### src/rtl/lsu_mem_ctrl.sv
// MEM-stage load/store sequencer: one request at a time, alignment check,
// req/gnt/rvalid bus handshake and load-data extraction with extension.
module lsu_mem_ctrl (
    input  logic        clk,
    input  logic        rst,
    input  logic        req_valid,
    input  logic        req_we,
    input  logic [63:0] req_addr,
    input  logic [63:0] req_wdata,
    input  logic [7:0]  req_sel,
    input  logic [3:0]  req_size,
    input  logic        req_unsigned,
    output logic        req_ready,
    output logic        stall,
    output logic        bus_req,
    output logic        bus_we,
    output logic [63:0] bus_addr,
    output logic [63:0] bus_wdata,
    output logic [7:0]  bus_wstrb,
    input  logic        bus_gnt,
    input  logic        bus_rvalid,
    input  logic [63:0] bus_rdata,
    input  logic        bus_err,
    output logic        resp_valid,
    output logic [63:0] resp_data,
    output logic        resp_err,
    output logic        resp_misalign
);

    localparam int DATA_W = 64;

    typedef enum logic [1:0] {IDLE, REQ, WAIT, RESP} state_t;

    state_t              state, state_nxt;
    logic                accept, misalign;
    logic                cap_we, cap_unsigned;
    logic [DATA_W-1:0]   cap_addr, cap_wdata;
    logic [7:0]          cap_sel;
    logic [3:0]          cap_size;
    logic [DATA_W-1:0]   res_data;
    logic                res_err, res_misalign;

    // Size is one-hot {dword, word, half, byte}; wider sizes take priority.
    function automatic logic [DATA_W-1:0] format_load(input logic [DATA_W-1:0] rdata,
                                                      input logic [2:0]        off,
                                                      input logic [3:0]        size,
                                                      input logic              uns);
        logic [DATA_W-1:0] sh;
        logic              sgn;
        sh = rdata >> {off, 3'b000};
        if (size[3]) begin
            format_load = sh;
        end else if (size[2]) begin
            sgn = sh[31] & ~uns;
            format_load = {{32{sgn}}, sh[31:0]};
        end else if (size[1]) begin
            sgn = sh[15] & ~uns;
            format_load = {{48{sgn}}, sh[15:0]};
        end else begin
            sgn = sh[7] & ~uns;
            format_load = {{56{sgn}}, sh[7:0]};
        end
    endfunction

    always_comb begin
        misalign = (req_size == 4'd0) || (req_sel == 8'd0)
                || (req_size[1] && req_addr[0])
                || (req_size[2] && (req_addr[1:0] != 2'd0))
                || (req_size[3] && (req_addr[2:0] != 3'd0));
    end

    always_comb begin
        state_nxt = state;
        case (state)
            IDLE:    if (accept) state_nxt = misalign ? RESP : REQ;
            REQ:     if (bus_gnt) state_nxt = WAIT;
            WAIT:    if (bus_rvalid) state_nxt = RESP;
            RESP:    state_nxt = IDLE;
            default: state_nxt = IDLE;
        endcase
    end

    // Every output is forced low while reset is high, whatever the state.
    always_comb begin
        req_ready     = 1'b0;
        accept        = 1'b0;
        stall         = 1'b0;
        bus_req       = 1'b0;
        bus_we        = 1'b0;
        bus_addr      = '0;
        bus_wdata     = '0;
        bus_wstrb     = '0;
        resp_valid    = 1'b0;
        resp_data     = '0;
        resp_err      = 1'b0;
        resp_misalign = 1'b0;
        if (!rst) begin
            req_ready = (state == IDLE);
            accept    = req_valid && (state == IDLE);
            stall     = ((state == IDLE) && req_valid) || (state == REQ) || (state == WAIT);
            if (state == REQ) begin
                bus_req   = 1'b1;
                bus_we    = cap_we;
                bus_addr  = {cap_addr[DATA_W-1:3], 3'b000};
                bus_wdata = cap_wdata;
                bus_wstrb = cap_we ? cap_sel : 8'd0;
            end
            if (state == RESP) begin
                resp_valid    = 1'b1;
                resp_data     = res_data;
                resp_err      = res_err;
                resp_misalign = res_misalign;
            end
        end
    end

    always_ff @(posedge clk) begin
        if (rst) state <= IDLE;
        else     state <= state_nxt;
    end

    // Request capture at acceptance and result latch on completion.
    always_ff @(posedge clk) begin
        if (rst) begin
            cap_we       <= 1'b0;
            cap_unsigned <= 1'b0;
            cap_addr     <= '0;
            cap_wdata    <= '0;
            cap_sel      <= '0;
            cap_size     <= '0;
            res_data     <= '0;
            res_err      <= 1'b0;
            res_misalign <= 1'b0;
        end else begin
            if (accept) begin
                cap_we       <= req_we;
                cap_unsigned <= req_unsigned;
                cap_addr     <= req_addr;
                cap_wdata    <= req_wdata;
                cap_sel      <= req_sel;
                cap_size     <= req_size;
                res_data     <= '0;
                res_err      <= misalign;
                res_misalign <= misalign;
            end
            if ((state == WAIT) && bus_rvalid) begin
                res_err      <= bus_err;
                res_misalign <= 1'b0;
                res_data     <= (bus_err || cap_we) ? '0
                              : format_load(bus_rdata, cap_addr[2:0], cap_size, cap_unsigned);
            end
        end
    end

endmodule

### config.mk
export PLATFORM = sky130hd
export DESIGN_NAME = lsu_mem_ctrl
export DESIGN_NICKNAME = d
export VERILOG_FILES = /design/src/rtl/lsu_mem_ctrl.sv
export SDC_FILE = /design/constraint.sdc
export NUM_CORES = 1
export LEC_CHECK = 0
export BUFFER_PORTS_ARGS = -buffer_cell sky130_fd_sc_hd__buf_2
export CELL_PAD_IN_SITES_DETAIL_PLACEMENT = 1
export CELL_PAD_IN_SITES_GLOBAL_PLACEMENT = 1
export CORE_AREA = 5 5 213 215
export CTS_CLUSTER_DIAMETER = 60
export CTS_CLUSTER_SIZE = 12
export DETAILED_ROUTE_END_ITERATION = 8
export DIE_AREA = 0 0 218 220
export MAX_ROUTING_LAYER = met4
export PLACE_DENSITY_LB_ADDON = 0.1
export SKIP_CTS_REPAIR_TIMING = 1
export SLEW_MARGIN = 10
export SYNTH_ARGS = -nofsm -noshare
export SYNTH_HDL_FRONTEND = slang
export SYNTH_SLANG_ARGS = --single-unit
### constraint.sdc
create_clock -name clk -period 2.25 [get_ports clk]
set_clock_uncertainty 0.15 [all_clocks]
set_input_delay 0.3375 -clock clk [delete_from_list [all_inputs] [get_ports clk]]
set_output_delay 0.3375 -clock clk [all_outputs]
set_load 0.01 [all_outputs]
==> results.md, run 1 <==
* Outcome: finished with violations
* Failing checks: setup timing
* Hold crit path type: in -> reg
* Fin. Hold Viols at 0
* Final number of setup-violating endpoints at 76
* Synth Register Bits at 209
* Dpl cells at 2338
* Share of power burned in registers at 30.5%
* Peak supply drop at 0.5830 mV
* Post-DP HPWL at 36960 um
* Post-route antenna net violation count at 0
* Post-Syn Area at 0.01069 mm^2
* DR pass1 iterations at 4
* Nets at 2163
* FFs w/ async S/R, synth at 0%
* CP Cell Sequence: ha_4 > nor2b_4 > buf_12 > clkbuf_16 > and2_4 > buf_6
* Commonest non-fill, non-tap cell in the layout: buf_2
* Post-Synthesis Cells at 1377
* Comb power frac at 37.9%
* First-pass GRT wire length at 71910 um
* Most frequent cells in the layout: buf_2, nand2_1, dfxtp_1
* Final worst slack at -92.13 ps
* Layout cell share with drive strength beyond 1 at 35.55%
* Fmax at 427.0 MHz
* WS Path Type: reg -> out
* CP max stage cell: dfxtp_4
* Crit path max fanout at 8
* DRT Wirelength at 53350 um
* Grt ovf at 0
* Number of global-route vias before repair at 11.87k
* P_leak at 0.007346 uW
* Via Count at 11.99k
* Die height at 220 um
* Net switching power at 5397 uW
* Yosys warns at 0
* Fin cells at 2570
* IO Pins at 419
* Post-synth EDFFs at 0
* Period utilization at 104.1%
* # rows at 77
* Seq/Total Area, Yosys at 39.14%
* Die ar. at 0.04796 mm^2
* IO buf count at 415
* Bufs on Longest Clock Path at 3
* RSZ-0062 raised after global routing: yes
* Worst slew pin tran at 574.2 ps
* Initial Utilization at 24.55%
* Synth Area per Inst at 7.763 um^2
* Ys flop type: dfxtp_1
* Initial antenna violation count at 12
* DR iter-0 viols at 557
* Distinct cells, synth at 51
* GPL Wtd Cong at 0.8831
* Wire per inst at 20.76 um
* CP endpoint kind: primary output
* Vias per cell at 4.663
* CTS clk-pin slew, worst paths at 60 ps
* Die Width at 218 um
* Total core area at 0.04355 mm^2
* Clock sinks at 209
* H-tree depth at 1
* Total CTS buffers at 29
* Minimum clock period after layout at 2342 ps
* Fin util at 40.64%
* Critical Path RT at 1760 ps
* DRC at 0
* Root buffer cell: clkbuf_16
* Reg2reg path depth at 6
* Switch share at 36.48%
* Clk Latency, worst-skew pair at 540 ps
* Top delay family on crit path: buffers and inverters
* Hold Path Stages at 3
* Pwr dens at 836.1 mW/mm^2
* Worst EP arrival at 1850 ps
* P_int at 9398 uW
* Nature of the critical path startpoint: flip-flop
* Clk network pwr share at 31.6%
* Final slew viol count at 0
* Max-cap check violation count at 0
* Levels on crit path at 6
* Largest net degree at the start of global routing at 121
* CP max stage delay at 380 ps
* Global Route Usage Sum at 19.77%
* CTS tree: done
* Buf/Inv on CP at 3
* Slew headroom at 61.72%
* Area Growth Syn to Fin at 65.55%
[Yosys cell counts (all sizes together) (3+ instances only)]
cell type  instances  share of area [%]
a21oi             23                1.1
nor2b             10               0.59
and2              76                4.4
o221ai            16                1.3
a311oi             3               0.25
mux2               5               0.53
clkbuf            98                3.4
a211o              4               0.33
nand3             10               0.52
o31ai             49                3.4
mux4              11                2.3
a31oi              4               0.23
a221oi             5               0.41
a21boi             6               0.42
nand2            252                8.8
nor3               3               0.14
o41ai              7               0.78
nand2b           132                7.7
a22oi             16                1.2
nor4               3               0.18
o311ai             3               0.25
mux2i             51                4.8
a211oi             8               0.56
o21ai            138                6.5
dfxtp            209                 39
nor2             155                5.4
buf               26                1.3
ha                 5               0.59
nand3b            20                1.4
a32o               5               0.47
inv                9               0.32
[power groups by stage]
stage          Combinational, uW  Clock, uW  Sequential [uW]
2_1_floorplan               2550          0             4470
3_5_place_dp                4340          0             4560
5_1_grt                     6050       4960             4570
3_3_place_gp                4330          0             4550
4_1_cts                     4360       4830             4490
6_report                    5600       4680             4510
[layer usage]
| metal | GRT usage, % | part of all wire (%) |
|---|---|---|
| met5 | - | 0 |
| met4 | 4.878 | 2.3 |
| met3 | 6.704 | 6.2 |
| met2 | 32.83 | 49 |
| met1 | 23.18 | 42 |
[final cells by class]
type,count,area (um^2)
multi-input combinational,1037,6472
inverter,9,43.79
timing repair buffer,659,5210
fill,5241,25850
antenna,12,30.03
timing repair inverter,1,30.03
clock buffer,33,770.7
sequential,209,4197
clock inverter,18,201.4
tap,592,740.7
[path summary, 6_finish.rpt]
path                      from            end  slack, ps
hold reg to reg   res_data[29]   res_data[29]        300
setup reg to reg      state[1]   res_data[56]         40
setup / recovery      state[1]  resp_data[55]        -90
hold / removal         bus_gnt       state[0]         60
[per-stage QoR]
step                setup WS [ps]  instance area, um^2  hold slack, ps  setup TNS [ps]  power, uW
CTS                        -322.6                14760          -203.3          -30540      13680
global route               -155.2                17700           50.99          -13150      15580
detailed placement          77.26                13790           285.7               0       8903
floorplan                   46.36                10700           261.3               0       7023
global placement            85.87                13790           285.6               0       8877
finish                     -92.13                17700           55.82           -3663      14800
[state kept, by name (all words and copies together) (netlist names)]
signal / flops
cap_wdata: 64
res_data: 64
cap_addr: 64
state: 2
cap_sel: 8
res_err: 1
cap_size: 3
res_misalign: 1
cap_we: 1
cap_unsigned: 1
[worst min-delay path: stages]
cell and delay, ps:
buf_2 80, a2bb2oi_1 190, a221oi_1 90
[kinds of logic after synthesis]
| group | count (synthesis) | share of synthesized area (%) |
|---|---|---|
| multiplexers | 67 | 7.620 |
| adder cells (fa/ha/maj) | 5 | 0.5853 |
| buffers and inverters | 133 | 5.104 |
| flip-flops | 209 | 39.14 |
| AO/OA/AOI/OAI | 297 | 17.99 |
| other | 1 | 0.03508 |
| AND/OR/NAND/NOR | 665 | 29.52 |
Power figures use the tool's default switching activity.
==> inputs of run 2 (changes only) <==
Settings changed: CORE_AREA 5 5 213 215 to 5 5 192 194, DIE_AREA 0 0 218 220 to 0 0 197 199, PLACE_DENSITY set to 0.75, PLACE_DENSITY_LB_ADDON 0.1 to unset, SKIP_CTS_REPAIR_TIMING 1 to unset.
==> run 2 against run 1 <==
The flow still finishes with violations (setup timing). Wire length is 8.4% higher. Core utilization up 7.5 points. Sequential power is 1% higher. Via count rose by 7.3%. Power shrank 5.8%. Combinational power fell by 9.5%. Critical endpoint is now bus_wdata[50]. Clock power shrank 8.1%. Global-route usage is 7.2 points higher. Worst hold slack improved by 16 ps. Cell count fell by 6.3%. Count of clock-buffer cells in the layout fell by 3.
==> results.md, run 2 (synthesis results as in run 1) <==
* Outcome: finished with violations
* Failing checks: setup timing
* Overall power at 13940 uW (-5.8%)
* DR iter-0 viols at 817 (+47%)
* Largest net degree at the start of global routing at 84 (-31%)
* Vias per cell at 5.340 (+15%)
* Bufs on Longest Clock Path at 3 (unchanged)
* Clock sinks at 209 (unchanged)
* DRT Wirelength at 57800 um (+8.4%)
* Final number of setup-violating endpoints at 78 (+2.6%)
* Fmax at 427.7 MHz (+0.18%)
* CP endpoint kind: primary output
* RSZ-0062 raised after global routing: yes
* H-tree depth at 1 (unchanged)
* Final worst slack at -88.02 ps (+4.107 ps)
* Worst slew pin tran at 629.6 ps (+55.38 ps)
* Layout cell share with drive strength beyond 1 at 33.64% (-1.9 points)
* P_leak at 0.007168 uW (-2.4%)
* Nature of the critical path startpoint: flip-flop
* Commonest non-fill, non-tap cell in the layout: buf_2
* Area Growth Syn to Fin at 57.99%
* Total CTS buffers at 27 (-6.9%)
* Worst EP arrival at 1850 ps (about the same)
* Die height at 199 um (-9.5%)
* Global Route Usage Sum at 26.99% (+7.2 points)
* Fin util at 48.18% (+7.5 points)
* Pwr dens at 825.6 mW/mm^2 (-1.3%)
* # rows at 69 (-10%)
* Die ar. at 0.03920 mm^2 (-18%)
* Most frequent cells in the layout: buf_2, nand2_1, dfxtp_1
* Initial Utilization at 30.50% (+5.9 points)
* Root buffer cell: clkbuf_16
* Top delay family on crit path: buffers and inverters
* Fin. Hold Viols at 0 (unchanged)
* Initial antenna violation count at 10 (-2)
* Layout fillers at 4184 (-20%)
* Wire per inst at 24.00 um (+16%)
* IO Pins at 419 (unchanged)
* Final slew viol count at 0 (unchanged)
* Slew headroom at 57.49% (-4.2 points)
* Crit path max fanout at 15 (+7)
* Die Width at 197 um (-9.6%)
* Period utilization at 103.9% (-0.18 points)
* CP max stage delay at 370 ps (about the same)
* CP max stage cell: dfxtp_4
* Critical Path RT at 1760 ps (about the same)
* Max-cap check violation count at 0 (unchanged)
* DRC at 0 (unchanged)
* IO buf count at 415 (unchanged)
* Grt ovf at 0 (unchanged)
* CP Cell Sequence: inv_6 > ha_4 > inv_8 > clkbuf_16 > nor2_1 > buf_2
* Post-route antenna net violation count at 0 (unchanged)
* Pre-CTS setup slack at -77.24 ps (-154.5 ps)
* Post-DP HPWL at 35270 um (-4.6%)
* Number of global-route vias before repair at 13.68k (+15%)
* Total core area at 0.03505 mm^2 (-20%)
* Via Count at 12.86k (+7.3%)
* GPL Wtd Cong at 0.9602 (+8.7%)
* DR pass1 iterations at 7 (+3)
* Clk Latency, worst-skew pair at 530 ps (about the same)
* Top Registers: cap_addr x64, cap_wdata x64, res_data x64
* Nets at 2136 (-1.2%)
* Hold crit path type: in -> reg
* Buf/Inv on CP at 4 (+1)
* Peak supply drop at 0.6221 mV (+6.7%)
* Minimum clock period after layout at 2338 ps (-4.107 ps)
* First-pass GRT wire length at 80990 um (+13%)
* CTS tree: done
* WS Path Type: reg -> out
* CTS clk-pin slew, worst paths at 60 ps (about the same)
[run 2: power breakdown]
group          switching (uW)  internal, uW  leakage (uW)  total [uW]
Clock                    1830          2470      0.000412        4300
Combinational            3110          1960       0.00505        5070
Sequential                295          4280       0.00171        4570
Total                    5230          8710       0.00717       13900
[run 2: cell type report]
cell class | instances | area [um^2] | area share [%]
Timing Repair Buffer | 635 | 4927 | 29.18
Antenna cell | 15 | 37.54 | 0.2223
Multi-Input combinational cell | 1037 | 6262 | 37.08
Clock inverter | 12 | 145.1 | 0.8595
Tap cell | 461 | 576.8 | 3.416
Clock buffer | 30 | 696.9 | 4.127
Sequential cell | 209 | 4195 | 24.84
Inverter | 9 | 46.29 | 0.2741
[run 2: timing repair]
item	4_1_cts	5_1_grt
hold buffers	143	0
gates cloned	2	11
gates resized for setup	57	145
pin swaps	2	35
setup buffers	5	3
endpoints found under the setup margin	236	244
endpoints found under the hold margin	142	0
[run 2: metrics by stage]
step                      instances  setup TNS (ps)  hold WS (ps)  area, um^2
after detailed placement       2189          -101.6         289.2       13510
after floorplan                1379               0         261.3       10700
final                          2408           -3619         71.39       16890
after CTS                      2381          -11650         55.82       16110
after global placement         2189          -13.14         283.0       13510
after global routing           2404          -10660         56.92       16880
[run 2: layer usage]
layer / global-route usage [%] / wire length (um) / vias to the layer above
met3: 7.402 / 5290 / 189
met2: 46.26 / 28760 / 712
met5: - / 0 / -
li1: - / - / 5742
met4: 10.76 / 2760 / 0
met1: 29.86 / 20990 / 6215
[run 2: tightest hold or removal path, stage by stage]
cell and delay, ps:
buf_2 140, a21boi_0 150, o41ai_1 80
[run 2: final timing paths]
path / start / end / slack (ps) / cells past startpoint
setup / recovery: state[1] / bus_wdata[50] / -90 / 6
hold / removal: bus_rdata[63] / res_data[63] / 70 / 3
setup reg to reg: cap_addr[2] / res_data[39] / 40 / 8
hold reg to reg: res_data[62] / res_data[62] / 310 / 2
==> inputs of run 3 (changes only) <==
Settings changed: CTS_BUF_LIST set to sky130_fd_sc_hd__clkbuf_8 sky130_fd_sc_hd__clkbuf_16.
==> run 3 against run 2 <==
Cell count unchanged. Sequential power about the same. Core utilization unchanged. Sequential share of layout area unchanged. Global-route usage unchanged. The run still ends with setup timing left.
==> results.md, run 3 (synthesis results as in run 1) <==
* WL met2 at 28730 um (about the same)
* Most frequent cells in the layout: buf_2, nand2_1, dfxtp_1
* WL met1 at 20990 um (about the same)
* DRC at 0 (unchanged)
* IO buf count at 415 (unchanged)
* Area Growth Syn to Fin at 57.99% (unchanged)
* Dpl cells at 2189 (unchanged)
* Via Count at 12.84k (-0.18%)
* Layout cell share with drive strength beyond 1 at 33.64% (unchanged)
* Slew headroom at 58.64% (+1.2 points)
* CP max stage delay at 390 ps (+20 ps)
* DRT Wirelength at 57660 um (-0.25%)
* Fin cells at 2408 (unchanged)
* CTS tree: done
* Total CTS buffers at 27 (unchanged)
* Post-DP HPWL at 35270 um (unchanged)
* Root buffer cell: clkbuf_16
* DR iter-0 viols at 823 (+0.73%)
* DR pass1 iterations at 5 (-2)
* Crit path max fanout at 5 (-10)
* Top Registers: cap_addr x64, cap_wdata x64, res_data x64
* Critical Path RT at 1760 ps (about the same)
* Post-route antenna net violation count at 0 (unchanged)
* CP Cell Sequence: ha_4 > nor2b_4 > buf_8 > clkbuf_16 > and2_4 > buf_6
* Failing checks: setup timing
* Vias per cell at 5.330 (-0.18%)
* Die ar. at 0.03920 mm^2 (unchanged)
* Clock sinks at 209 (unchanged)
* Pwr dens at 824.0 mW/mm^2 (-0.19%)
* CTS clk-pin slew, worst paths at 60 ps (about the same)
* Hold crit path type: in -> reg
* Total core area at 0.03505 mm^2 (unchanged)
* Final number of setup-violating endpoints at 77 (-1.3%)
* Clk Latency, worst-skew pair at 530 ps (about the same)
* Final worst slack at -85.16 ps (+2.860 ps)
* Die Width at 197 um (unchanged)
* Fin. Hold Viols at 0 (unchanged)
* Bufs on Longest Clock Path at 3 (unchanged)
* Largest net degree at the start of global routing at 84 (unchanged)
* Grt ovf at 0 (unchanged)
* WHS Endpoint: res_data[63]
* Nets at 2136 (unchanged)
* Hold Path Stages at 3 (unchanged)
* CP max stage cell: dfxtp_4
* Reg2Reg Setup Slack at 40 ps (about the same)
* Worst EP arrival at 1850 ps (about the same)
* Worst slew pin tran at 618.1 ps (-11.57 ps)
* H-tree depth at 1 (unchanged)
* Nature of the critical path startpoint: flip-flop
* Period utilization at 103.8% (-0.13 points)
* CP endpoint kind: primary output
* WS Path Type: reg -> out
* Reg2reg path depth at 8 (unchanged)
* Number of global-route vias before repair at 13.68k (unchanged)
* Peak supply drop at 0.6269 mV (+0.76%)
* GPL Wtd Cong at 0.9602 (unchanged)
* Wire per inst at 23.94 um (-0.25%)
* Minimum clock period after layout at 2335 ps (-2.860 ps)
* R2R Path End: res_data[39]
* Fmax at 428.2 MHz (+0.12%)
* DR top layer: met4
* Global Route Usage Sum at 26.99% (unchanged)
* Initial antenna violation count at 10 (unchanged)
* Met3 wire len at 5171 um (-2.2%)
* P_leak at 0.007177 uW (+0.12%)
* Die height at 199 um (unchanged)
* # rows at 69 (unchanged)
* Worst hold start: bus_rdata[63]
* First-pass GRT wire length at 80990 um (unchanged)
* RSZ-0062 raised after global routing: yes
* Final slew viol count at 0 (unchanged)
* IO Pins at 419 (unchanged)
* Fin util at 48.18% (unchanged)
* Commonest non-fill, non-tap cell in the layout: buf_2
* Max-cap check violation count at 0 (unchanged)
* Initial Utilization at 30.50% (unchanged)
* FF-to-FF Start: cap_addr[2]
* Outcome: finished with violations
## run 3: power breakdown
group | switching (uW) | total [uW] | internal, uW
combinational | 3100 | 5060 | 1960
sequential | 295 | 4570 | 4280
clock | 1820 | 4280 | 2460
## run 3: area by class of cell
type                            instances  area (um^2)
Fill cell                            4184        18160
Inverter                                9        46.29
Clock buffer                           28        689.4
Timing Repair Buffer                  635         4927
Antenna cell                           15        37.54
Sequential cell                       209         4195
Tap cell                              461        576.8
Multi-Input combinational cell       1037         6262
Clock inverter                         14        152.6
## run 3: per-layer routing
| layer | vias up | GRT usage [%] |
|---|---|---|
| met5 | - | - |
| met4 | 0 | 10.76 |
| met3 | 192 | 7.402 |
| met2 | 667 | 46.26 |
| met1 | 6235 | 29.86 |
| li1 | 5741 | - |
## run 3: through the flow
stage               hold slack (ps)  cell area [um^2]  setup slack, ps  total power (uW)  setup TNS (ps)
floorplan                     261.3             10700            46.36              7023               0
global placement              283.0             13510           -13.14              8563          -13.14
detailed placement            289.2             13510           -77.24              8686          -101.6
CTS                           55.82             16110           -141.4             13340          -11650
global route                  56.92             16880           -145.2             14540          -10660
finish                        78.82             16890           -85.16             13920           -3555
## run 3: how the worst max path moves through the flow
stage / end / startpoint
2_1_floorplan: res_data[32] / state[0]
3_5_place_dp: res_data[16] / cap_addr[0]
5_1_grt: resp_data[42] / state[1]
6_report: resp_misalign / state[1]
4_1_cts: resp_data[11] / state[0]
3_3_place_gp: res_data[16] / cap_addr[0]
## run 3: critical path: cells and delay by family, from the launching register on
family	cells	cell delay (ps)
fa+ha+maj	1	130
flops	1	390
buf+inv	3	460
simple gates	2	330
## run 3: repair_timing
item                                    4_1_cts  5_1_grt
pin swaps                                     2       35
endpoints found under the hold margin       142        0
endpoints found under the setup margin      236      244
setup buffers                                 5        3
hold buffers                                143        0
resized for setup                            57      145
cloned                                        2       11
